**src/rtl/counter_seq_ctrl.sv**
```systemverilog
// counter_seq_ctrl
// Programmable timer sequencer. It owns an up-counter and a prescaler and runs
// them as a one-shot or periodic timer. term_cnt, prescale and periodic are
// captured into shadow registers when a run starts.
//
// Ports:
//   clk       - system clock; all state updates on the rising edge
//   rstn      - asynchronous active-low reset
//   start     - level-sampled run request; honoured only in IDLE
//   stop      - level-sampled abort; honoured in RUN, and blocks start in IDLE
//   periodic  - 1 = auto-reload at terminal, 0 = one-shot (captured at start)
//   term_cnt  - terminal count value (captured at start)
//   prescale  - count advances every prescale+1 cycles (captured at start)
//   count     - current counter value (registered)
//   busy      - high while in RUN
//   tick      - one-cycle pulse on each terminal event
//   done      - one-cycle pulse when a one-shot run completes
module counter_seq_ctrl #(
  parameter int WIDTH = 4,
  parameter int PRE_W = 4
) (
  input  logic             clk,
  input  logic             rstn,
  input  logic             start,
  input  logic             stop,
  input  logic             periodic,
  input  logic [WIDTH-1:0] term_cnt,
  input  logic [PRE_W-1:0] prescale,
  output logic [WIDTH-1:0] count,
  output logic             busy,
  output logic             tick,
  output logic             done
);

  typedef enum logic {
    IDLE = 1'b0,
    RUN  = 1'b1
  } state_t;

  state_t             state_q, state_d;
  logic [WIDTH-1:0]   count_q, count_d;
  logic [PRE_W-1:0]   pre_q, pre_d;
  logic [WIDTH-1:0]   term_sh_q, term_sh_d;
  logic [PRE_W-1:0]   pre_sh_q, pre_sh_d;
  logic               per_sh_q, per_sh_d;
  logic               tick_q, tick_d;
  logic               done_q, done_d;

  always_ff @(posedge clk or negedge rstn) begin
    if (!rstn) begin
      state_q   <= IDLE;
      count_q   <= '0;
      pre_q     <= '0;
      term_sh_q <= '0;
      pre_sh_q  <= '0;
      per_sh_q  <= 1'b0;
      tick_q    <= 1'b0;
      done_q    <= 1'b0;
    end else begin
      state_q   <= state_d;
      count_q   <= count_d;
      pre_q     <= pre_d;
      term_sh_q <= term_sh_d;
      pre_sh_q  <= pre_sh_d;
      per_sh_q  <= per_sh_d;
      tick_q    <= tick_d;
      done_q    <= done_d;
    end
  end

  always_comb begin
    state_d   = state_q;
    count_d   = count_q;
    pre_d     = pre_q;
    term_sh_d = term_sh_q;
    pre_sh_d  = pre_sh_q;
    per_sh_d  = per_sh_q;
    tick_d    = 1'b0;
    done_d    = 1'b0;

    unique case (state_q)
      IDLE: begin
        // stop has priority over start even while idle
        if (start && !stop) begin
          term_sh_d = term_cnt;
          pre_sh_d  = prescale;
          per_sh_d  = periodic;
          count_d   = '0;
          pre_d     = '0;
          state_d   = RUN;
        end
      end
      RUN: begin
        if (stop) begin
          // abort: count freezes, and a coinciding terminal event is dropped
          state_d = IDLE;
          pre_d   = '0;
        end else if (pre_q != pre_sh_q) begin
          pre_d = pre_q + PRE_W'(1);
        end else begin
          pre_d = '0;
          if (count_q == term_sh_q) begin
            count_d = '0;
            tick_d  = 1'b1;
            if (!per_sh_q) begin
              state_d = IDLE;
              done_d  = 1'b1;
            end
          end else begin
            count_d = count_q + WIDTH'(1);
          end
        end
      end
      default: state_d = IDLE;
    endcase
  end

  assign count = count_q;
  assign busy  = (state_q == RUN);
  assign tick  = tick_q;
  assign done  = done_q;

endmodule

```
**config.mk**
```make
export PLATFORM = sky130hd
export DESIGN_NAME = counter_seq_ctrl
export DESIGN_NICKNAME = d
export VERILOG_FILES = /design/src/rtl/counter_seq_ctrl.sv
export SDC_FILE = /design/constraint.sdc
export NUM_CORES = 1
export LEC_CHECK = 0
export ABC_CLOCK_PERIOD_IN_PS = 1650
export BUFFER_PORTS_ARGS = -buffer_cell sky130_fd_sc_hd__buf_2
export CORE_ASPECT_RATIO = 0.9
export CORE_UTILIZATION = 35
export CTS_CLUSTER_SIZE = 25
export DETAILED_ROUTE_END_ITERATION = 16
export SYNTH_ARGS = -nofsm -noshare
export SYNTH_HDL_FRONTEND = slang
export SYNTH_SLANG_ARGS = --single-unit
export TNS_END_PERCENT = 100
```
**constraint.sdc**
```tcl
create_clock -name clk -period 1.65 [get_ports clk]
set_input_delay 0.2475 -clock clk [delete_from_list [all_inputs] [get_ports clk]]
set_output_delay 0.2475 -clock clk [all_outputs]
set_load 0.02 [all_outputs]
```
==> flow_summary.toml, run 1 <==
[floorplanning]
die_w_um = 57.81
die_h_um = 52.23
coreArea_um2 = 2552
placementRows = 17
dieArea_um2 = 3019
ios = 20
start_util_pct = 38.43

[pwr]
p_int_uw = 896.0
combinationalPowerShare_pct = 32.4
swShare_pct = 33.38
clkPwrFrac_pct = 20.7
peakVddDrop_v = 0.0005420
seq_power_share_pct = 46.9
switchingPower_uw = 449.0
power.density_nw_per_um2 = 1096
p_total_mw = 1.345
leakagePower_nw = 0.6048

[cells_and_area]
fin_cells = 141
nNetsFinal = 129
antenna-diode-count = 0
drive_above_1_share_pct = 41.59
synthToLayoutAreaGrowth_pct = 25.13
layout_commonest_cell = "dfrtp_1"
n_fill_cell = 261
multi_input_area_um2 = 475.5
seqCellArea_um2 = 500.5
final_cell_mix = "dfrtp_1 (20), buf_2 (19), mux2_2 (10)"

[worst_setup_path]
worstSetupEndpointType = "flip-flop"
critical_path.startpoint_type = "flip-flop"
critical_path.max_fanout = 8
required_ps = 1850
cp.arrival_ps = 1820
path_class = "reg2reg"

[timing]
setup_viol = 0
finalSetupTns_ps = 0
slew_violations = 0
max_freq_mhz = 615.6
skew_ps = 7.328
rsz0062_at_grt = "yes"
worst_pin_slew_ps = 449.7
period_share_pct = 98.45
hold_viol_final = 0
relSlewSlack_pct = 70.02
period_needed_ps = 1624

[drt]
postRouteAntennaNets = 0
wl_um = 1896
drc_errors = 2
firstDrtPassIters = 10
drtIter0Drc = 23
via_per_inst = 4.986
routedWlPerCell_um = 13.45
vias = 703

[run_status]
violations = "DRC"
status = "complete, but fails checks"

[place]
port_buffers = 19
gp_congestion = 0.8106
dp.cells = 134
hpwl_um = 1410

[synth]
yosys_warnings = 0
synthesis.area_um2 = 980.9
yosys_register_bits = 20
seq_area_frac_synth_pct = 51.02
synth_fp_nets = 97
synth.avg_cell_area_um2 = 11.96
synth.top_cell.area_share_pct = 51.02
synth.largest_area_cell = "dfrtp_1"
yosysUniqueCellTypes = 24
synthTopCellsByArea = "dfrtp_1 (51%), mux2_2 (11%), xor2_1 (7.1%), o41ai_4 (2.8%), nand2_1 (2.7%)"
synth_cells = 82

[hold_path]
worstHoldPathType = "in2reg"

[grt]
grt_pass1_wl_um = 3167
overflow = 0
grt_util_all_layers_pct = 14.35
antenna_found_initial = 0
grt_max_degree = 21
grt_pass1_vias = 687

[clocking]
max-clock-path-buffers = 2
cts_sinks = 20
root_buffer = "clkbuf_4"
cts_tree = "built"
htree_levels = 1
clkTransAtPathRegs_ps = 110
clk_latency_ps = 300
numCtsBuffers = 3

[job]
cap_violations = 0
-- area by class of cell --
type	count	area share, %
clock buffers	4	2.956
inverters	4	1.223
multi-input cells	57	38.74
flip-flops and latches	20	40.77
well taps	28	2.854
repair buffers	28	13.46
-- flip-flops by register name, summed over array words and instances, names as in the netlist --
register   flops
pre_q          4
tick           1
per_sh_q       1
done           1
busy           1
count          4
pre_sh_q       4
term_sh_q      4
-- metrics by stage --
step | setup slack (ps) | area, um^2 | utilization, % | hold slack [ps]
2_1_floorplan | 27.75 | 980.9 | - | -48.09
3_3_place_gp | 91.62 | 1149 | 45.00 | 218.8
3_5_place_dp | -4.735 | 1149 | 45.00 | 220.9
4_1_cts | 0.6278 | 1206 | 47.25 | 116.4
5_1_grt | -61.96 | 1227 | 48.09 | 122.4
6_report | 25.62 | 1227 | 48.09 | 125.6
-- Yosys cell counts, drive strengths merged --
cell type and count:
xor2 8, inv 4, nor3b 2, a211o 1, nor4 3, a21o 1
nand2 7, o21ai 3, a22o 1, ha 2, o31ai 1, o41ai 2
nor3 2, nor2b 1, buf 1, a211oi 1, a21oi 2, mux2 10
nor2 7, a31oi 1, dfrtp 20, nand3 2
-- cell families (layout without fill, tap and decap cells) --
family                     count (synthesis)  in the layout  share of synthesized area (%)
adders and majority gates                  2              2                          2.551
DFF                                       20             20                          51.02
muxes                                     10             10                          11.48
and+or+nand+nor                           24             24                          13.01
buffers and inverters                      5             36                          2.296
AOI/OAI and AO/OA                         13             13                          12.50
xor gates and xnor gates                   8              8                          7.143
-- path summary, 6_finish.rpt --
check | from | endpoint | slack, ps | cells after the start
worst max-delay path | pre_q[0]$_DFFE_PN0P_ | count[3]$_DFFE_PN0P_ | 30 | 4
worst min-delay path | stop | busy$_DFF_PN0_ | 130 | 2
worst max register to register | pre_q[0]$_DFFE_PN0P_ | count[3]$_DFFE_PN0P_ | 30 | 4
worst min register to register | per_sh_q$_DFFE_PN0P_ | done$_DFF_PN0_ | 500 | 1
max in group asynchronous | rstn | count[2]$_DFFE_PN0P_ | 920 | 2
min in group asynchronous | rstn | count[3]$_DFFE_PN0P_ | 410 | 2
-- worst max-delay path, stage by stage (launching register included) --
cell     delay, ps
dfrtp_1        420
xor2_1         200
nor4_4         410
a31oi_4        200
a211o_1        290
-- power groups by stage --
stage | Combinational (mW) | Sequential, mW | Clock (mW)
finish | 0.435 | 0.631 | 0.278
global placement | 0.405 | 0.641 | 0
global route | 0.473 | 0.643 | 0.319
detailed placement | 0.411 | 0.644 | 0
CTS | 0.419 | 0.634 | 0.293
floorplan | 0.230 | 0.681 | 0
-- repair_timing --
item                       4_1_cts  5_1_grt
pin swaps                        1        5
buffers inserted                 0        2
hold endpoints to repair        20        0
setup endpoints to repair        1        8
hold buffers                     1        0
gates resized for setup          3        1
-- routing by layer --
metal / routed length [um] / global-route usage, %
met5: 0 / 0
met4: 16 / 3.571
met3: 106 / 4.691
met2: 806 / 21.65
met1: 967 / 19.87
(Power assumes the default switching activity.)
==> run 2: changes to the inputs <==
--- a/config.mk
+++ b/config.mk
@@ -6,11 +6,11 @@
 export NUM_CORES = 1
 export LEC_CHECK = 0
 export ABC_CLOCK_PERIOD_IN_PS = 1650
-export BUFFER_PORTS_ARGS = -buffer_cell sky130_fd_sc_hd__buf_2
 export CORE_ASPECT_RATIO = 0.9
 export CORE_UTILIZATION = 35
 export CTS_CLUSTER_SIZE = 25
 export DETAILED_ROUTE_END_ITERATION = 16
+export DONT_BUFFER_PORTS = 1
 export SYNTH_ARGS = -nofsm -noshare
 export SYNTH_HDL_FRONTEND = slang
 export SYNTH_SLANG_ARGS = --single-unit
==> run 2 against run 1 <==
The flow still finishes with violations (DRC). Clock skew down 5.7 ps. Die area unchanged. Non-clock buffer count down 15. Worst hold slack worse by 43 ps. Critical endpoint is now count[2]$_DFFE_PN0P_. Largest cell class unchanged. Largest power group unchanged.
==> flow_summary.toml, run 2 (same netlist as run 1, synthesis figures left out) <==
[clocking]
root_buffer = "clkbuf_4"
htree_levels = 1
clkTransAtPathRegs_ps = 110
cts_tree = "built"
cts_sinks = 20
numCtsBuffers = 3
clk_latency_ps = 300
max-clock-path-buffers = 2

[grt]
grt_pass1_wl_um = 3118
grt_util_all_layers_pct = 14.35
overflow = 0
antenna_found_initial = 0
grt_max_degree = 21
grt_pass1_vias = 644

[cells_and_area]
fin_cells = 126
n_fill_cell = 246
layout_commonest_cell = "dfrtp_1"
synthToLayoutAreaGrowth_pct = 20.15
final_cell_mix = "dfrtp_1 (19), buf_4 (11), mux2_2 (10)"
postLayoutCoreUtil_pct = 46.18
multi_input_area_um2 = 471.7
antenna-diode-count = 0
seqCellArea_um2 = 501.7
drive_above_1_share_pct = 31.63
nNetsFinal = 114

[pwr]
power.density_nw_per_um2 = 1227
leakagePower_nw = 0.5420
swShare_pct = 31.32
peakVddDrop_v = 0.0005851
clkPwrFrac_pct = 27.6
p_int_uw = 993.0
combinationalPowerShare_pct = 28.8
seq_power_share_pct = 43.6
switchingPower_uw = 452.9

[drt]
drc_errors = 2
postRouteAntennaNets = 0
vias = 677
wl_um = 1900
routedWlPerCell_um = 15.08
firstDrtPassIters = 10
via_per_inst = 5.373
drtIter0Drc = 13

[place]
hpwl_um = 1379
dp.cells = 117
port_buffers = 0
gp_congestion = 0.8728

[timing]
skew_ps = 1.670
period_share_pct = 96.98
max_freq_mhz = 624.9
setup_viol = 0
rsz0062_at_grt = "yes"
hold_viol_final = 0
period_needed_ps = 1600
relSlewSlack_pct = 39.57
finalSetupTns_ps = 0
slew_violations = 0
worst_pin_slew_ps = 903.5

[worst_setup_path]
slowest_delay_ps = 410
crit_family = "compound AO/OA/AOI/OAI gates"
path_class = "reg2reg"
critical_path.startpoint_type = "flip-flop"
worstSetupEndpointType = "flip-flop"
worst_path_max_delay_cell = "dfrtp_1"
crit_chain = "xor2_1 -> nor4_4 -> a31oi_4 -> o41ai_1"
path_buf_inv = 0
cp.arrival_ps = 1800
required_ps = 1850
critical_path.max_fanout = 8

[floorplanning]
placementRows = 17
start_util_pct = 38.43
dieArea_um2 = 3019
die_h_um = 52.23
coreArea_um2 = 2552
die_w_um = 57.81
ios = 20

[job]
cap_violations = 0

[run_status]
status = "complete, but fails checks"
violations = "DRC"

[hold_path]
worstHoldPathType = "in2reg"
## run 2: path summary, 6_finish.rpt
| kind | from | end | slack, ps | cells past startpoint |
|---|---|---|---|---|
| min in group asynchronous | rstn | count[3]$_DFFE_PN0P_ | 510 | 1 |
| setup / recovery | pre_q[1]$_DFFE_PN0P_ | count[2]$_DFFE_PN0P_ | 50 | 4 |
| hold reg to reg | per_sh_q$_DFFE_PN0P_ | done$_DFF_PN0_ | 490 | 1 |
| hold / removal | term_cnt[0] | term_sh_q[0]$_DFFE_PN0P_ | 80 | 1 |
| max in group asynchronous | rstn | pre_q[2]$_DFFE_PN0P_ | 540 | 1 |
| setup reg to reg | pre_q[1]$_DFFE_PN0P_ | count[2]$_DFFE_PN0P_ | 50 | 4 |
## run 2: worst reg2reg max path, stage by stage (launching register included)
cell     delay [ps]
dfrtp_1         410
xor2_1          200
nor4_4          380
a31oi_4         200
o41ai_1         290
## run 2: layout make-up
cell class | instances | share of cell area (%)
well taps | 28 | 2.972
flip-flops and latches | 20 | 42.57
repair buffers | 13 | 8.705
clock buffers | 3 | 1.911
multi-input cells | 57 | 40.02
clock inverters | 1 | 2.548
inverters | 4 | 1.274
## run 2: power groups by stage
stage / Combinational [mW] / Sequential (mW) / Clock [mW]
after floorplan: 0.230 / 0.681 / 0
after global placement: 0.373 / 0.637 / 0
after detailed placement: 0.381 / 0.642 / 0
after CTS: 0.398 / 0.631 / 0.411
after global routing: 0.457 / 0.641 / 0.439
final: 0.416 / 0.630 / 0.399
## run 2: metal layers
layer	wire length, um	GRT usage [%]
met1	961	19.38
met2	760	20.11
met3	151	6.667
met4	27	4.762
met5	0	0
## run 2: per-stage QoR
step,total power [mW],setup WS [ps],hold WS [ps],instance area (um^2)
after floorplan,0.9114,27.75,-48.09,980.9
after global placement,1.010,97.65,-47.50,1069
after detailed placement,1.023,28.31,-47.55,1069
after CTS,1.440,1.639,72.70,1141
after global routing,1.537,-31.03,51.40,1179
final,1.446,49.81,82.71,1179
## run 2: what timing repair did
action,CTS,global route
setup buffers,0,3
hold buffers,2,0
endpoints found under the setup margin,1,5
gates resized for setup,0,4
pin swaps,1,3
hold endpoints to repair,21,0
